### src/rtl/odb_rs232.sv
`timescale 1ns/1ps
`default_nettype none
// ============================================================================
// Module   : odb_rs232
// Brief    : RS-232 receiver. Synchronises RXD, validates the start bit,
//            samples each bit at mid-bit and strobes out the byte and errors.
//            Optional parity bit is compiled in with RS232_PARITY_EN.
// Revision : 1.0 - initial release
// ============================================================================
module odb_rs232 #(
    parameter int CLKS_PER_BIT = 5208,
    parameter int PARITY_ODD   = 0
) (
    input  logic       clk_i,
    input  logic       rst_i,
    input  logic       RXD_i,
    output logic [7:0] bdata_o,
    output logic       rx_valid_o,
    output logic       parity_err_o,
    output logic       frame_err_o,
    output logic       busy_o
);

    localparam int CNT_W = $clog2(CLKS_PER_BIT);
    localparam int HALF  = CLKS_PER_BIT / 2;

    localparam logic [CNT_W-1:0] C_BIT_LAST  = CNT_W'(CLKS_PER_BIT - 1);
    localparam logic [CNT_W-1:0] C_HALF_LAST = CNT_W'(HALF - 1);

    if (CLKS_PER_BIT < 4 || PARITY_ODD < 0 || PARITY_ODD > 1) begin : g_param_check
        $error("odb_rs232: CLKS_PER_BIT must be >= 4 and PARITY_ODD must be 0 or 1");
    end

    typedef enum logic [2:0] {
        ST_IDLE   = 3'd0,
        ST_START  = 3'd1,
        ST_DATA   = 3'd2,
`ifdef RS232_PARITY_EN
        ST_PARITY = 3'd3,
`endif
        ST_STOP   = 3'd4,
        ST_BREAK  = 3'd5
    } state_t;

    state_t           state_q,  state_d;
    logic             sync1_q,  sync1_d;
    logic             rxs_q,    rxs_d;
    logic [CNT_W-1:0] cnt_q,    cnt_d;
    logic [2:0]       bitn_q,   bitn_d;
    logic [7:0]       shreg_q,  shreg_d;
    logic [7:0]       bdata_q,  bdata_d;
    logic             valid_q,  valid_d;
    logic             ferr_q,   ferr_d;
    logic             busy_q,   busy_d;
`ifdef RS232_PARITY_EN
    localparam logic C_PAR_ODD = 1'(PARITY_ODD);
    logic             par_q,    par_d;
    logic             perr_q,   perr_d;
`endif

    always_comb begin
        state_d = state_q;
        sync1_d = RXD_i;
        rxs_d   = sync1_q;
        cnt_d   = cnt_q;
        bitn_d  = bitn_q;
        shreg_d = shreg_q;
        bdata_d = bdata_q;
        valid_d = 1'b0;
        ferr_d  = 1'b0;
`ifdef RS232_PARITY_EN
        par_d   = par_q;
        perr_d  = 1'b0;
`endif

        case (state_q)
            ST_IDLE: begin
                cnt_d = '0;
                if (!rxs_q) begin
                    state_d = ST_START;
                end
            end

            // Re-check the line half a bit in so that short low glitches are dropped.
            ST_START: begin
                if (cnt_q == C_HALF_LAST) begin
                    cnt_d   = '0;
                    bitn_d  = '0;
                    state_d = rxs_q ? ST_IDLE : ST_DATA;
                end else begin
                    cnt_d = cnt_q + 1'b1;
                end
            end

            ST_DATA: begin
                if (cnt_q == C_BIT_LAST) begin
                    cnt_d   = '0;
                    shreg_d = {rxs_q, shreg_q[7:1]};
                    bitn_d  = bitn_q + 1'b1;
                    if (bitn_q == 3'd7) begin
`ifdef RS232_PARITY_EN
                        state_d = ST_PARITY;
`else
                        state_d = ST_STOP;
`endif
                    end
                end else begin
                    cnt_d = cnt_q + 1'b1;
                end
            end

`ifdef RS232_PARITY_EN
            ST_PARITY: begin
                if (cnt_q == C_BIT_LAST) begin
                    cnt_d   = '0;
                    par_d   = rxs_q;
                    state_d = ST_STOP;
                end else begin
                    cnt_d = cnt_q + 1'b1;
                end
            end
`endif

            ST_STOP: begin
                if (cnt_q == C_BIT_LAST) begin
                    cnt_d = '0;
                    if (rxs_q) begin
                        bdata_d = shreg_q;
                        valid_d = 1'b1;
`ifdef RS232_PARITY_EN
                        perr_d  = ((^shreg_q) ^ C_PAR_ODD) != par_q;
`endif
                        state_d = ST_IDLE;
                    end else begin
                        ferr_d  = 1'b1;
                        state_d = ST_BREAK;
                    end
                end else begin
                    cnt_d = cnt_q + 1'b1;
                end
            end

            // A line held low after a bad stop bit must not look like a new start.
            ST_BREAK: begin
                cnt_d = '0;
                if (rxs_q) begin
                    state_d = ST_IDLE;
                end
            end

            default: begin
                cnt_d   = '0;
                state_d = ST_IDLE;
            end
        endcase

        busy_d = (state_d != ST_IDLE);
    end

    always_ff @(posedge clk_i) begin
        if (rst_i) begin
            state_q <= ST_IDLE;
            sync1_q <= 1'b1;
            rxs_q   <= 1'b1;
            cnt_q   <= '0;
            bitn_q  <= '0;
            shreg_q <= '0;
            bdata_q <= '0;
            valid_q <= 1'b0;
            ferr_q  <= 1'b0;
            busy_q  <= 1'b0;
`ifdef RS232_PARITY_EN
            par_q   <= 1'b0;
            perr_q  <= 1'b0;
`endif
        end else begin
            state_q <= state_d;
            sync1_q <= sync1_d;
            rxs_q   <= rxs_d;
            cnt_q   <= cnt_d;
            bitn_q  <= bitn_d;
            shreg_q <= shreg_d;
            bdata_q <= bdata_d;
            valid_q <= valid_d;
            ferr_q  <= ferr_d;
            busy_q  <= busy_d;
`ifdef RS232_PARITY_EN
            par_q   <= par_d;
            perr_q  <= perr_d;
`endif
        end
    end

    assign bdata_o     = bdata_q;
    assign rx_valid_o  = valid_q;
    assign frame_err_o = ferr_q;
    assign busy_o      = busy_q;
`ifdef RS232_PARITY_EN
    assign parity_err_o = perr_q;
`else
    assign parity_err_o = 1'b0;
`endif

endmodule
`default_nettype wire

### config.mk
export PLATFORM = sky130hd
export DESIGN_NAME = odb_rs232
export DESIGN_NICKNAME = d
export VERILOG_FILES = /design/src/rtl/odb_rs232.sv
export SDC_FILE = /design/constraint.sdc
export NUM_CORES = 1
export LEC_CHECK = 0
export CAP_MARGIN = 20
export CORE_MARGIN = 1.5
export CORE_UTILIZATION = 45
export CTS_CLUSTER_SIZE = 16
export DETAILED_ROUTE_END_ITERATION = 12
export GPL_ROUTABILITY_DRIVEN = 0
export GPL_TIMING_DRIVEN = 0
export PLACE_DENSITY = 0.69
export SLEW_MARGIN = 30
export SYNTH_ARGS = -nofsm -noshare
export SYNTH_HDL_FRONTEND = slang
export SYNTH_SLANG_ARGS = --single-unit
export TNS_END_PERCENT = 1
### constraint.sdc
create_clock -name clk_i -period 1.8 [get_ports clk_i]
set_input_delay 0.36 -clock clk_i [delete_from_list [all_inputs] [get_ports clk_i]]
set_output_delay 0.36 -clock clk_i [all_outputs]
set_load 0.005 [all_outputs]
After elaboration in Yosys (flattened, before gate mapping)
Cells that the tools add are included.
Word-level totals
  register bits after elaboration: 40
  bits of input ports: 3
  output and inout bits: 12
Operators by class
  $add $sub $neg: 2
  equality and inequality tests: 9
  multiplexer cells: 17
  bitwise operators: 2
  reductions and logical operators: 8
Operators with widths (number)
  two-way mux 3 bit: 9
  two-way mux 13 bit: 2
  case mux 13 bit (2 select lines): 1
  case mux 3 bit (5 select lines): 1
  adder 13 x 1 -> 13 bit (second input constant): 1
  == test 13 x 12 -> 1 bit (second input constant): 1
  == test 13 bit (second input constant): 1
  == test 3 bit (second input constant): 3
  case mux 3 bit (2 select lines): 1
  AND reduction 3 bit: 2
  inequality test 2 bit (second input constant): 2
  adder 3 x 1 -> 3 bit (second input constant): 1
  == test 3 x 1 -> 1 bit (second input constant): 1
  == test 3 x 2 -> 1 bit (second input constant): 1
  logical NOT 3 bit: 1
  nonzero test 3 bit: 1
  OR reduction 3 bit: 1
  two-way mux 1 bit: 2
  two-way mux 2 bit: 1
  inverter 1 bit: 2
  AND reduction 2 bit: 1
  nonzero test 2 bit: 1
  OR reduction 2 bit: 1

Longest topological paths before layout
  depth in word-level cells: 5
  depth in mapped cells: 7

Least setup slack after synthesis
No wires, ideal clock.
  path type: reg2reg
  start point: reg cnt_q[0]
  end point: reg shreg_q[7]
  setup time: 0.128 ns
  data arrival time: 1.562 ns
  required time: 1.672 ns
  setup slack: 0.111 ns
  cell stages (with the launch flop): 8
  path buffers: 2
  clock period less this slack: 1.689 ns
  path through: dfxtp_1 > ha_1 > and4b_1 > buf_2 > and4_4 > buf_12 > mux2i_1 > nor2_1
Between the ends
  longest elaborated chain between the ends: 2
Ends and longest elaborated chain
  start, declared: RTL line 48  | logic [CNT_W-1:0] cnt_q, cnt_d;
  start signal, assigned: RTL line 180  | cnt_q <= cnt_d;
  == test 13 bit: RTL line 96  | if (cnt_q == C_BIT_LAST) begin
  AND reduction 2 bit (no line)
  end signal, assigned: RTL line 182  | shreg_q <= shreg_d;
  end, declared: RTL line 50  | logic [7:0] shreg_q, shreg_d;
Every way passes these cells.
A chain may end at the register's enable or synchronous reset.

Worst setup path in the final report
  start point: reg cnt_q[11]
  end point: reg shreg_q[1]
Same word-level chain as after synthesis.

==> impl_metrics.tcl <==
set metrics [dict create \
    worstPathArrival_ns 1.90 \
    tns_ns 0 \
    grt_pass1_wl_um 5620 \
    wl_um 3240 \
    fin_ws_ns 0.0722 \
    grt_pass1_vias 1244 \
    vias_per_cell 5.21 \
    synth_fa_ha_area_share_pct 2.12 \
    cts_tree "built" \
    route.detailed.drc 0 \
    max_freq_mhz 579 \
    wl_per_cell_um 12.8 \
    synth_mux_area_share_pct 9.05 \
    path_max_fanout 10 \
    rsz0062_at_grt "yes" \
    syn-instance-count 186 \
    critical_path_class "reg2reg" \
    diodes 0 \
    status "completed" \
    drive_gt1_share_pct 16.5 \
    clk_latency_ns 0.29 \
    clock_skew_ns 0.00685 \
    ys_ff_latch 40 \
    netlist_area_um2 1770 \
    p_per_area_nw_per_um2 737 \
    placed_cells 247 \
    grt_overflow 0 \
    syn_nets 192 \
    synth_compound_area_share_pct 5.02 \
    cts_sinks 40 \
    start_util_pct 47.6 \
    clk_path_buf_depth 2 \
    die_w_um 65.7 \
    holdBufCountCts 0 \
    synth_top_family_by_area "simple AND/OR/NAND/NOR gates" \
    p_leak_nw 0.752 \
    pre_cts_slack_ns -0.109 \
    pin_count 15 \
    period_minus_slack_ns 1.73 \
    ant_nets 0 \
    setup_violations 0 \
    htreeDepth 2 \
    dieArea_um2 4320 \
    grt_max_degree 14 \
    rows 22 \
    cp-end-kind "flip-flop" \
    die_height_um 65.7 \
    stdcell_count 254 \
    layout.nets 211 \
    synth_cell_types 40 \
    maxCapViolations 0 \
    synth_xor_area_share_pct 5.44 \
    port_buffers 13 \
    yosys_warnings 0 \
    area_growth_pct 18.8 \
    vias 1323 \
    final_util_pct 56.6 \
    critPathLaunchType "flip-flop" \
    ys_seq_area_share_pct 45.2 \
    finalPower_mw 1.55 \
    worstPathRequired_ns 1.97 \
    synthSimpleGateAreaFrac_pct 26.8 \
    cts_root_buf "clkbuf_8" \
    hold_viol_final 0 \
    finalCritPeriodShare_pct 96.0 \
    dr.pass1.iters 5 \
    synth.avg_cell_area_um2 9.52 \
    clk_pin_slew_ns 0.08 \
    hold_class "reg2reg" \
    cts_made_buffers 5 \
    grt_use_total_pct 17.1 \
    drtIter0Drc 99 \
    fin_area_um2 2100 \
    hpwl_um 2350 \
    place_area_um2 1960 \
    finalMaxSlewViolations 0 \
    antenna_found_initial 0 \
    holdWs_ns 0.412 \
    irDropWorstVdd_v 0.000393 \
    coreArea_um2 3720 \
]
## power breakdown
part / switching (mW) / leakage, nW / internal [mW]
clock network: 0.308 / 0.0434 / 0.310
logic: 0.0229 / 0.384 / 0.0185
registers: 0.00365 / 0.324 / 0.887
total: 0.335 / 0.752 / 1.22
## cell usage in the layout (no fill, tap or decap), drive strengths merged, types with 3 or more instances in the layout
master	netlist	layout
xnor2	9	9
ha	3	3
nand2	4	4
nor4b	4	4
clkbuf	4	11
a31oi	4	4
clkdlybuf4s50	0	13
nor2	39	39
a21oi	4	4
dfxtp	40	40
mux2i	16	16
buf	9	7
nand3	8	8
nand4	8	8
and4	3	3
or3b	3	3
nor4	4	4
inv	4	4
## worst max-delay path, cell delays in order, from the launching register on
cell     delay (ns)
dfxtp_1        0.37
nor4b_4        0.51
and4_4         0.35
buf_12         0.14
mux2i_1        0.19
nor2_1         0.05
## area by class of cell
class,instances,area [um^2]
plain buffers,12,95.1
clock buffers,6,82.6
flip-flops and latches,40,808
inverters,4,15.0
multi-input cells,129,897
clock inverters,2,15.0
well taps,48,60.1
repair buffers,13,130
fillers,338,1610
## synthesized netlist by cell type (all sizes together)
master	count	area, um^2
mux2i	16	160
a311o	1	10.0
and3	1	7.51
or2	2	12.5
nor4bb	1	10.0
a21oi	4	20.0
nand3	8	40.0
nor4	4	25.0
a221oi	1	8.76
xnor2	9	78.8
nand2	4	15.0
or3b	3	26.3
ha	3	37.5
nand2b	2	12.5
a32oi	1	8.76
nor2	39	146
o21bai	1	11.3
inv	4	15.0
nand4	8	50.1
dfxtp	40	801
nand4b	1	8.76
o21ai	1	5.00
conb	1	3.75
nor3b	1	7.51
and4	3	28.8
nor3	1	5.00
xor2	2	17.5
nor4b	4	50.1
a31oi	4	25.0
clkbuf	4	16.3
and4bb	1	12.5
buf	9	77.6
and4b	1	10.0
and2	1	6.26
## cell families (layout without fill, tap and decap cells)
group / Yosys count / count (layout)
simple gates: 85 / 85
flops: 40 / 40
buf+inv: 17 / 37
mux: 16 / 16
compound gates: 13 / 13
xor+xnor: 11 / 11
fa+ha+maj: 3 / 3
other cells: 1 / 1
## path summary, 6_finish.rpt
kind / from / to / cells after the start / slack, ns
worst max-delay path: cnt_q[11] / shreg_q[1] / 5 / 0.07
worst max register to register: cnt_q[11] / shreg_q[1] / 5 / 0.07
worst min register to register: rxs_d / rxs_q / 1 / 0.41
worst min-delay path: rxs_d / rxs_q / 1 / 0.41
## registers in the layout, summed over array words and instances, names as in the netlist
signal and cells:
bdata_o 8, bitn_q 3, busy_o 1, cnt_q 13
frame_err_o 1, rx_valid_o 1, rxs_d 1, rxs_q 1
shreg_q 8, state_q 3
## repair_timing
action,4_1_cts,5_1_grt
pin swaps,0,1
buffers inserted,0,0
resized for setup,3,9
setup endpoints to repair,29,29
## metal layers
layer | global-route usage (%) | vias up | part of all wire, %
met3 | 5.99 | 7 | 4.8
met2 | 26.0 | 25 | 47
met1 | 21.8 | 609 | 46
met5 | 0 | - | 0
met4 | 7.29 | 0 | 1.6
li1 | - | 682 | -
Note: power is estimated with default switching activity, not from simulation.
